**src/rtl/alu_seq_ctrl.sv**
```systemverilog
`default_nettype none
// ============================================================================
// alu_seq_ctrl : sequenced 32-bit ALU with single-cycle logic/arith ops and
//                32-iteration shift-add MUL / restoring DIV on magnitudes.
// Revision 1.0
// ============================================================================
module alu_seq_ctrl (
  input  logic        clock,
  input  logic        reset,
  input  logic        start,
  input  logic [3:0]  op,
  input  logic [31:0] a,
  input  logic [31:0] b,
  output logic        busy,
  output logic        done,
  output logic [31:0] result,
  output logic [31:0] hi,
  output logic [31:0] lo,
  output logic        zero,
  output logic        err
);

  localparam logic [3:0] OP_AND = 4'b0000;
  localparam logic [3:0] OP_OR  = 4'b0001;
  localparam logic [3:0] OP_NOT = 4'b0010;
  localparam logic [3:0] OP_ADD = 4'b0011;
  localparam logic [3:0] OP_SUB = 4'b0100;
  localparam logic [3:0] OP_MUL = 4'b0101;
  localparam logic [3:0] OP_DIV = 4'b0110;

  typedef enum logic [1:0] {
    S_IDLE = 2'd0,
    S_ITER = 2'd1,
    S_DONE = 2'd2
  } state_t;

  state_t      state_q, state_d;
  logic [4:0]  cnt_q, cnt_d;
  logic        is_mul_q, is_mul_d;
  logic        neg_q, neg_d;
  logic        rneg_q, rneg_d;
  // MUL: acc = partial product, opa = shifting multiplicand, opb = multiplier.
  // DIV: acc = {remainder, dividend/quotient}, opa[31:0] = divisor.
  logic [63:0] acc_q, acc_d;
  logic [63:0] opa_q, opa_d;
  logic [31:0] opb_q, opb_d;
  logic [31:0] result_q, result_d;
  logic [31:0] hi_q, hi_d;
  logic [31:0] lo_q, lo_d;
  logic        zero_q, zero_d;
  logic        err_q, err_d;

  logic [31:0] mag_a, mag_b;
  logic [32:0] rem_trial;
  logic        div_ge;
  logic [31:0] rem_next;
  logic [63:0] step_acc;
  logic [63:0] prod_fix;
  logic [31:0] quo_fix, rem_fix;

  always_comb begin
    mag_a     = a[31] ? (32'd0 - a) : a;
    mag_b     = b[31] ? (32'd0 - b) : b;
    rem_trial = acc_q[63:31];
    div_ge    = (rem_trial >= {1'b0, opa_q[31:0]});
    rem_next  = div_ge ? 32'(rem_trial - {1'b0, opa_q[31:0]}) : rem_trial[31:0];
    if (is_mul_q) begin
      step_acc = opb_q[0] ? (acc_q + opa_q) : acc_q;
    end else begin
      step_acc = {rem_next, acc_q[30:0], div_ge};
    end
    prod_fix = neg_q  ? (64'd0 - step_acc)        : step_acc;
    quo_fix  = neg_q  ? (32'd0 - step_acc[31:0])  : step_acc[31:0];
    rem_fix  = rneg_q ? (32'd0 - step_acc[63:32]) : step_acc[63:32];
  end

  always_comb begin
    state_d  = state_q;
    cnt_d    = cnt_q;
    is_mul_d = is_mul_q;
    neg_d    = neg_q;
    rneg_d   = rneg_q;
    acc_d    = acc_q;
    opa_d    = opa_q;
    opb_d    = opb_q;
    result_d = result_q;
    hi_d     = hi_q;
    lo_d     = lo_q;
    zero_d   = zero_q;
    err_d    = err_q;

    case (state_q)
      S_IDLE: begin
        if (start) begin
          state_d = S_DONE;
          err_d   = 1'b0;
          case (op)
            OP_AND: result_d = a & b;
            OP_OR:  result_d = a | b;
            OP_NOT: result_d = ~a;
            OP_ADD: result_d = a + b;
            OP_SUB: result_d = a - b;
            OP_MUL: begin
              state_d  = S_ITER;
              cnt_d    = 5'd0;
              is_mul_d = 1'b1;
              neg_d    = a[31] ^ b[31];
              rneg_d   = 1'b0;
              acc_d    = 64'd0;
              opa_d    = {32'd0, mag_a};
              opb_d    = mag_b;
            end
            OP_DIV: begin
              if (b == 32'd0) begin
                lo_d     = 32'hFFFF_FFFF;
                hi_d     = a;
                result_d = 32'hFFFF_FFFF;
                err_d    = 1'b1;
              end else begin
                state_d  = S_ITER;
                cnt_d    = 5'd0;
                is_mul_d = 1'b0;
                neg_d    = a[31] ^ b[31];
                rneg_d   = a[31];
                acc_d    = {32'd0, mag_a};
                opa_d    = {32'd0, mag_b};
                opb_d    = 32'd0;
              end
            end
            default: begin
              result_d = 32'd0;
              err_d    = 1'b1;
            end
          endcase
          zero_d = (result_d == 32'd0);
        end
      end
      S_ITER: begin
        acc_d = step_acc;
        opa_d = is_mul_q ? {opa_q[62:0], 1'b0} : opa_q;
        opb_d = {1'b0, opb_q[31:1]};
        cnt_d = cnt_q + 5'd1;
        if (cnt_q == 5'd31) begin
          // Sign correction is folded into the edge that enters DONE.
          state_d = S_DONE;
          cnt_d   = 5'd0;
          if (is_mul_q) begin
            hi_d = prod_fix[63:32];
            lo_d = prod_fix[31:0];
          end else begin
            hi_d = rem_fix;
            lo_d = quo_fix;
          end
          result_d = lo_d;
          zero_d   = (lo_d == 32'd0);
          err_d    = 1'b0;
        end
      end
      S_DONE:  state_d = S_IDLE;
      default: state_d = S_IDLE;
    endcase
  end

  always_ff @(posedge clock) begin
    if (reset) begin
      state_q  <= S_IDLE;
      cnt_q    <= 5'd0;
      is_mul_q <= 1'b0;
      neg_q    <= 1'b0;
      rneg_q   <= 1'b0;
      acc_q    <= 64'd0;
      opa_q    <= 64'd0;
      opb_q    <= 32'd0;
      result_q <= 32'd0;
      hi_q     <= 32'd0;
      lo_q     <= 32'd0;
      zero_q   <= 1'b0;
      err_q    <= 1'b0;
    end else begin
      state_q  <= state_d;
      cnt_q    <= cnt_d;
      is_mul_q <= is_mul_d;
      neg_q    <= neg_d;
      rneg_q   <= rneg_d;
      acc_q    <= acc_d;
      opa_q    <= opa_d;
      opb_q    <= opb_d;
      result_q <= result_d;
      hi_q     <= hi_d;
      lo_q     <= lo_d;
      zero_q   <= zero_d;
      err_q    <= err_d;
    end
  end

  assign busy   = (state_q != S_IDLE);
  assign done   = (state_q == S_DONE);
  assign result = result_q;
  assign hi     = hi_q;
  assign lo     = lo_q;
  assign zero   = zero_q;
  assign err    = err_q;

endmodule
`default_nettype wire

```
**config.mk**
```make
export PLATFORM = sky130hd
export DESIGN_NAME = alu_seq_ctrl
export DESIGN_NICKNAME = d
export VERILOG_FILES = /design/src/rtl/alu_seq_ctrl.sv
export SDC_FILE = /design/constraint.sdc
export NUM_CORES = 1
export LEC_CHECK = 0
export ABC_AREA = 1
export CAP_MARGIN = 15
export CORE_MARGIN = 2
export CORE_UTILIZATION = 34
export CTS_BUF_LIST = sky130_fd_sc_hd__clkbuf_8 sky130_fd_sc_hd__clkbuf_16
export CTS_CLUSTER_SIZE = 10
export DETAILED_ROUTE_END_ITERATION = 8
export PLACE_DENSITY_LB_ADDON = 0.08
export RECOVER_POWER = 25
export SLEW_MARGIN = 20
export SYNTH_ARGS = -nofsm -noshare
export SYNTH_HDL_FRONTEND = slang
export SYNTH_SLANG_ARGS = --single-unit
```
**constraint.sdc**
```tcl
create_clock -name clock -period 5.5 [get_ports clock]
set_clock_uncertainty 0.2 [all_clocks]
set_input_delay 0.825 -clock clock [delete_from_list [all_inputs] [get_ports clock]]
set_output_delay 0.825 -clock clock [all_outputs]
set_load 0.005 [all_outputs]
```
* After elaboration in Yosys (flattened, before gate mapping)
Index checks and enable logic that the tools add are counted.
** Word-level totals
- Bits in registers :: 268
- Bits of input ports :: 71
- Output and inout bits :: 100
- Word-level logic and storage cells :: 125
** Operators by class
- $add $sub $neg :: 10
- Magnitude comparators :: 1
- Equality and inequality tests :: 17
- Multiplexer cells :: 65
- Bitwise logic cells :: 4
- Reductions and logical operators :: 15
** Operators by type and width (count)
- $mux 32 :: 23
- $mux 64 :: 8
- $pmux 64 s2 :: 4
- $pmux 32 s2 :: 5
- $pmux 32 s7 :: 1
- $sub 1x32->32 const A :: 4
- $logic_not 32->1 :: 3
- $add 64x64->64 :: 1
- $sub 1x64->64 const A :: 1
- $sub 32x32->32 :: 2
- $ge 33x32->1 :: 1
- $add 32x32->32 :: 1
- $and 32x32->32 :: 1
- $not 32->32 :: 1
- $or 32x32->32 :: 1
- $pmux 5 s2 :: 2
- $mux 5 :: 3
- $eq 4x3->1 const B :: 3
- $pmux 1 s2 :: 6
- $ne 2x2->1 const B :: 5
- $reduce_and 5->1 :: 2
- $eq 4x2->1 const B :: 2
- $mux 1 :: 8
- $pmux 2 s2 :: 2
- other kinds (17) :: 22

* Depth between registers and ports, before layout
Gate-level depths: netlist of the first run.
- Depth after elaboration :: 11
- Mapped depth :: 34
- Depth with buffers taken out :: 34

* Least setup slack after synthesis of the first run
No wires, ideal clock.
- Path kind :: input-to-reg
- Start point :: input b[1]
- End point :: register zero_q, in the netlist zero
- Setup time :: 0.109 ns
- Arrival time :: 4.391 ns
- Path slack :: 0.800 ns
- Stages on the path :: 30
- Buffers on the path :: 0
- Path through :: inv_1 > ha_1 > nand2_1 > nor2_2 > nand2_1 > nor2_2 > nand3_1 > nor2_1 > nand4_1 > nor2_1 > nand4_1 > nor3_1 > xor2_1 > nand2_1 > o21ai_0 > ha_1 > nand2_1 > nor4_1 > nand3_1 > nand3_1 > a21oi_1 > xor2_1 > o211ai_1 > nor2_1 > nand2_1 > nor2_1 > nand4_1 > nand3_1 > nand2_1 > inv_1
** Between the ends
- Cells in the longest elaborated chain, start to end :: 8
- Elaborated cells between the ends (all ways) :: 12
** Ends and longest elaborated chain
- start: declaration :: RTL line 13 : input logic [31:0] b,
- branches (longest 2 deep; another with $sub 32x32->32)
- $pmux 32 s7 (*) :: RTL line 97 : case (op)
- $mux 32 (*) :: RTL line 94 : if (start) begin
- $mux 32 (*) :: RTL line 92 : case (state_q)
- $logic_not 32->1 (*) :: RTL line 135 : zero_d = (result_d == 32'd0);
- $mux 1 (*) :: RTL line 94
- $pmux 1 s2 (*) :: RTL line 92
- end signal: assignment :: RTL line 191 : zero_q <= zero_d;
- end: declaration :: RTL line 50 : logic zero_q, zero_d;
Mark *: on every way between the ends. The select of a mux whose other input is x is not followed.
A chain may end at the register's enable or synchronous reset.

* Final worst setup path of the first run
- Start point :: input b[0]
- End point :: register zero_q, in the netlist zero
Same word-level chain as after synthesis.

==> impl_metrics.csv, run 1 <==
group,metric,value,unit
critical_path,path_max_fanout,5,
floorplanning,coreArea,0.0833,sq mm
final_layout,multi_input_area,0.0198,sq mm
routing,firstDrtPassIters,6,
yosys,synth_area,0.0285,sq mm
timing,fin_hold_ws,248,ps
timing,setup_violations,0,
routing,vias_per_cell,5.38,
routing,vias,34600,
yosys,synth_commonest_cells,"nand2_1, inv_1, a21oi_1",
pwr,total_power,8.35,mW
clock_network,cts_sinks,268,
pwr,p_leak,16.4,nW
floorplanning,dieArea,0.0862,sq mm
grt,grt_usage,33.6,%
clock_network,path_clk_slew,60,ps
timing,hold_viol_final,0,
timing,min_period,5080,ps
final_layout,area_growth,19.1,%
grt,grt_pass1_vias,32100,
critical_path,crit_family,"simple AND/OR/NAND/NOR gates",
clock_network,h-tree-depth,2,
routing,wl_per_cell,23.0,um
run_status,outcome,"complete, no violations",
routing,drt_wl_total,148,mm
critical_path,crit_required,5840,ps
timing,slew_violations,0,
yosys,yosys_register_bits,268,
clock_network,clockRootBuffer,"clkbuf_16",
yosys,yosysUniqueCellTypes,67,
final_layout,drive_gt1_share,8.38,%
routing,drtAntennaViolNets,0,
critical_path,crit_top_cell,"nand3_1",
timing,setup_tns,0,ps
final_layout,final_cell_count_no_fill,6436,
yosys,syn_area_per_cell,5.60,sq um
yosys,yosysWarnings,0,
grt,antenna_found_initial,1,
clock_network,cts_buffers,39,
clock_network,max-clock-path-buffers,3,
critical_path,cp.arrival,5420,ps
clock_network,cts_tree,"done",
final_layout,antenna_cells,0,
floorplanning,die_h,294,um
timing,setup_ws,416,ps
grt,grt_start_max_net_pins,181,
yosys,synth_edf_count,0,
pwr,max-vdd-ir-drop,0.211,mV
critical_path,cp_slowest_cell,"clkdlybuf4s50_1",
floorplanning,io_pins,171,
critical_path,worstSetupEndpointType,"flip-flop",
place,post_dp_cell_area,0.0326,sq mm
timing,worst_pin_slew,1040,ps
place,gp_congestion,0.998,
final_layout,postLayoutCoreUtil,40.8,%
final_layout,filler_cell_count,9358,
grt,overflow,0,
timing,slew_headroom,29.8,%
place,pre_cts_slack,-410,ps
yosys,synth_area_leaders,"nand2_1, dfxtp_1, inv_1",
critical_path,critPathBufInv,6,
yosys,yosysTopAreaCellShare,20.7,%
final_layout,stdcell_area,0.0340,sq mm
routing,drt_iter0_markers,3422,
timing,post-route-period-util,92.4,%
place,place_hpwl,120,mm
floorplanning,fp-row-count,106,
timing,max_freq,0.197,GHz
grt,grt_pass1_wl,215,mm
yosys,synth.most_common_cell,"nand2_1",
clock_network,insertion_delay,620,ps
hold_path,min_path_type,"flip-flop to flip-flop",
critical_path,start_kind,"input pin",
critical_path,slowest_delay,420,ps
yosys,yosysTopAreaCell,"nand2_1",
yosys,synth_nets,5298,
routing,drcViolationCount,0,
pwr,powerDensity,246,mW/mm^2
place,dp.cells,6369,
yosys,yosysSeqAreaShare,18.8,%
yosys,synth_ff_type,"dfxtp_1",
run,cap_violations,0,
yosys,synthCells,5088,
floorplanning,die_w,294,um
final_layout,nets,5541,
critical_path,crit_type,"input pin to flip-flop",
final_layout,regArea,0.00537,sq mm
floorplanning,start_util,34.2,%
yosys,async_flop_share,0,%
place,io_buffers,170,
final cells by class:
class | instances | area share [%]
repair buffers | 400 | 10.2
clock inverters | 19 | 0.593
flip-flops and latches | 268 | 15.8
well taps | 1080 | 3.98
clock buffers | 47 | 3.20
multi-input cells | 3895 | 58.2
inverters | 727 | 8.06
layer usage:
metal	track usage, %	vias up	wire length (um)
met2	53.2	1322	64800
met1	47.5	16100	68100
met5	0	-	0
met3	3.10	190	9840
met4	11.5	0	5520
li1	-	17000	-
report_power, final:
part	switching (mW)	leakage, nW	internal [mW]
logic	2.47	13.6	1.08
clock network	1.09	0.663	1.54
registers	0.108	2.18	2.05
total	3.67	16.4	4.68
flip-flops by register name (all words and copies together) (netlist names), 2 cells and up:
signal and count:
opa_q 64, result 32, acc_q 64, opb_q 32, cnt_q 5, state_q 2, lo 32, hi 32
repair_timing:
| action | CTS | global route |
|---|---|---|
| buffers inserted | 0 | 1 |
| setup endpoints to repair | 0 | 5 |
| endpoints found under the hold margin | 0 | 0 |
| resized for setup | 0 | 30 |
| hold buffers | 0 | 0 |
placed cells by master, fill, tap and decap left out, drive strengths merged, types with 14 or more instances in the layout:
master / count
o21bai: 15
nor4: 14
a31oi: 19
a22oi: 27
dfxtp: 268
ha: 136
nor3: 51
nor2: 461
inv: 728
o21ai: 336
clkinv: 14
xor2: 102
clkdlybuf4s50: 77
nand2: 1594
nand3: 361
o221ai: 15
a21oi: 508
dlygate4sd3: 91
buf: 232
nand4: 61
o211ai: 43
clkbuf: 47
o22ai: 35
a211oi: 15
a221oi: 25
logic make-up (layout without fill, tap and decap cells):
family          after synthesis  count (layout)  synth area share (%)
simple gates               2567            2567                  37.8
flops                       268             268                  18.8
compound gates             1075            1075                  21.2
buf+inv                     925            1193                  12.4
xor+xnor                    114             114                  3.50
fa+ha+maj                   139             139                  6.18
path summary, 6_finish.rpt:
check,depth (start not counted),end,start,slack (ps)
max,33,zero,b[0],420
max reg2reg,20,hi[3],opa_q[2],570
min,2,opb_q[4],opb_q[4],250
min reg2reg,2,opb_q[4],opb_q[4],250
worst min-delay path, cell delays in order, from the launching register on:
cell and delay [ps]:
dfxtp_1 310, inv_1 50, a21oi_1 50
Power figures use the tool's default switching activity.
==> run 2, diff against run 1 <==
--- a/config.mk
+++ b/config.mk
@@ -13,4 +13,5 @@
 export CTS_CLUSTER_SIZE = 10
 export DETAILED_ROUTE_END_ITERATION = 8
+export DONT_BUFFER_PORTS = 1
 export PLACE_DENSITY_LB_ADDON = 0.08
 export RECOVER_POWER = 25
==> constraint.sdc (replaced) <==
create_clock -name clock -period 5.5 [get_ports clock]
set_clock_uncertainty 0.2 [all_clocks]
set_input_delay 1.1 -clock clock [delete_from_list [all_inputs] [get_ports clock]]
set_output_delay 1.1 -clock clock [all_outputs]
set_load 0.005 [all_outputs]
==> run 2 against run 1 <==
  * Critical path depth decreased by 2
  * Clock-buffer cell count decreased by 3
  * Routed wire length decreased by 0.24%
  * Sequential share of layout area increased by 1.0 points
  * Power decreased by 3.0%
  * Clock power decreased by 2%
  * Critical endpoint unchanged
  * Largest power group unchanged
==> impl_metrics.csv, run 2 (synthesis results as in run 1) <==
group,metric,value,unit
pwr,p_sw_share,43.9,%
timing,hold_viol_final,0,
place,io_buffers,0,
clock_network,cts_buffers,38,
clock_network,h-tree-depth,2,
routing,vias_per_cell,5.45,
critical_path,slowest_delay,330,ps
routing,firstDrtPassIters,6,
final_layout,regArea,0.00537,sq mm
timing,min_period,5130,ps
floorplanning,io_pins,171,
final_layout,top_regs,"acc_q x64, opa_q x64",
critical_path,cp_slowest_cell,"nor4_4",
clock_network,max-clock-path-buffers,3,
pwr,p_int,4.54,mW
timing,post-route-period-util,93.3,%
critical_path,critPathBufInv,4,
clock_network,cts_sinks,268,
routing,vias,33800,
critical_path,cp.arrival,5490,ps
timing,setup_violations,0,
critical_path,path_max_fanout,5,
pwr,p_sw,3.55,mW
timing,slew_headroom,36.2,%
final_layout,antenna_cells,0,
pwr,p_leak,15.2,nW
final_layout,drive_gt1_share,7.89,%
floorplanning,die_w,294,um
grt,grt_start_max_net_pins,166,
clock_network,cts_tree,"done",
grt,grt_usage,33.4,%
floorplanning,die_h,294,um
final_layout,multi_input_area,0.0199,sq mm
final_layout,stdcell_area,0.0319,sq mm
grt,antenna_found_initial,0,
critical_path,crit_required,5860,ps
routing,drtAntennaViolNets,0,
final_layout,layout_common_cells,"nand2_1, inv_1, a21oi_1",
floorplanning,start_util,34.2,%
place,gp_congestion,1.01,
routing,wl_per_cell,23.9,um
grt,grt_pass1_vias,30900,
routing,drt_iter0_markers,3235,
floorplanning,dieArea,0.0862,sq mm
clock_network,insertion_delay,610,ps
timing,max_freq,0.195,GHz
final_layout,postLayoutCoreUtil,38.4,%
timing,setup_tns,0,ps
grt,grt_pass1_wl,213,mm
pwr,combinationalPowerShare,41.1,%
critical_path,worstSetupEndpointType,"flip-flop",
hold_path,min_path_type,"flip-flop to flip-flop",
routing,drt_wl_total,148,mm
pwr,seqPwrFrac,26.9,%
final_layout,nets,5307,
pwr,p_clk_share,32.0,%
critical_path,crit_family,"simple AND/OR/NAND/NOR gates",
grt,overflow,0,
clock_network,clockRootBuffer,"clkbuf_16",
final_layout,final_common_cell,"nand2_1",
timing,fin_hold_ws,257,ps
timing,worst_pin_slew,947,ps
critical_path,start_kind,"input pin",
pwr,powerDensity,253,mW/mm^2
final_layout,area_growth,12.0,%
run_status,outcome,"complete, no violations",
critical_path,crit_type,"input pin to flip-flop",
routing,drcViolationCount,0,
place,post_dp_cell_area,0.0304,sq mm
pwr,max-vdd-ir-drop,0.183,mV
floorplanning,coreArea,0.0833,sq mm
place,place_hpwl,120,mm
run,cap_violations,0,
final_layout,filler_cell_count,9483,
pwr,total_power,8.10,mW
clock_network,path_clk_slew,60,ps
timing,slew_violations,0,
floorplanning,fp-row-count,106,
-- run 2: changes by cell type in the layout (fill, tap and decap cells not counted), moves of 3 or more --
cell             change
inv_1                -5
a31oi_4              +3
clkdlybuf4s50_1     -77
buf_4               -66
nand3_2              +4
inv_2                +3
nand2_1              -3
nand3_1              -6
dlygate4sd3_1       -91
-- run 2: final timing paths --
kind	startpoint	endpoint	slack [ps]	cells after the start
worst max-delay path	b[1]	zero	370	31
worst min-delay path	opb_q[10]	opb_q[10]	260	2
worst max register to register	opa_q[0]	hi[22]	510	28
worst min register to register	opb_q[10]	opb_q[10]	260	2
-- run 2: layout make-up --
type / instances / share of cell area, %
Tap cell: 1080 / 4.23
Clock inverter: 18 / 0.638
Timing Repair Buffer: 167 / 4.09
Clock buffer: 44 / 3.24
Multi-Input combinational cell: 3895 / 62.4
Inverter: 727 / 8.57
Sequential cell: 268 / 16.8
-- run 2: repair_timing --
item / in CTS / in global routing
hold buffers: 0 / 0
hold endpoints to repair: 0 / 0
gates resized for setup: 0 / 62
setup buffers: 0 / 7
endpoints found under the setup margin: 0 / 2
-- run 2: per-layer routing --
| layer | vias up | global-route usage, % | routed length [um] |
|---|---|---|---|
| met5 | - | 0 | 0 |
| met4 | 0 | 12.8 | 6020 |
| met3 | 220 | 5.08 | 10800 |
| met2 | 1291 | 52.5 | 64100 |
| met1 | 15700 | 46.0 | 66900 |
| li1 | 16600 | - | - |
-- run 2: power groups by stage --
stage / Combinational [mW] / Sequential [mW] / Clock, mW
2_1_floorplan: 2.14 / 2.15 / 0
3_3_place_gp: 3.23 / 2.22 / 0
3_5_place_dp: 3.21 / 2.21 / 0
4_1_cts: 3.22 / 2.17 / 2.63
5_1_grt: 3.62 / 2.19 / 2.69
6_report: 3.33 / 2.18 / 2.59
-- run 2: worst min-delay path: cells and delay by family (launching register included) --
family | cells | cell delay (ps)
flops | 1 | 310
buf+inv | 1 | 50
compound gates | 1 | 50
-- run 2: through the flow --
stage                     worst slack (ps)  instances
final                                  368       6199
after detailed placement              -398       6130
after CTS                              222       6192
after global placement                -334       6130
after global routing                 -22.6       6199
after floorplan                        525       5088
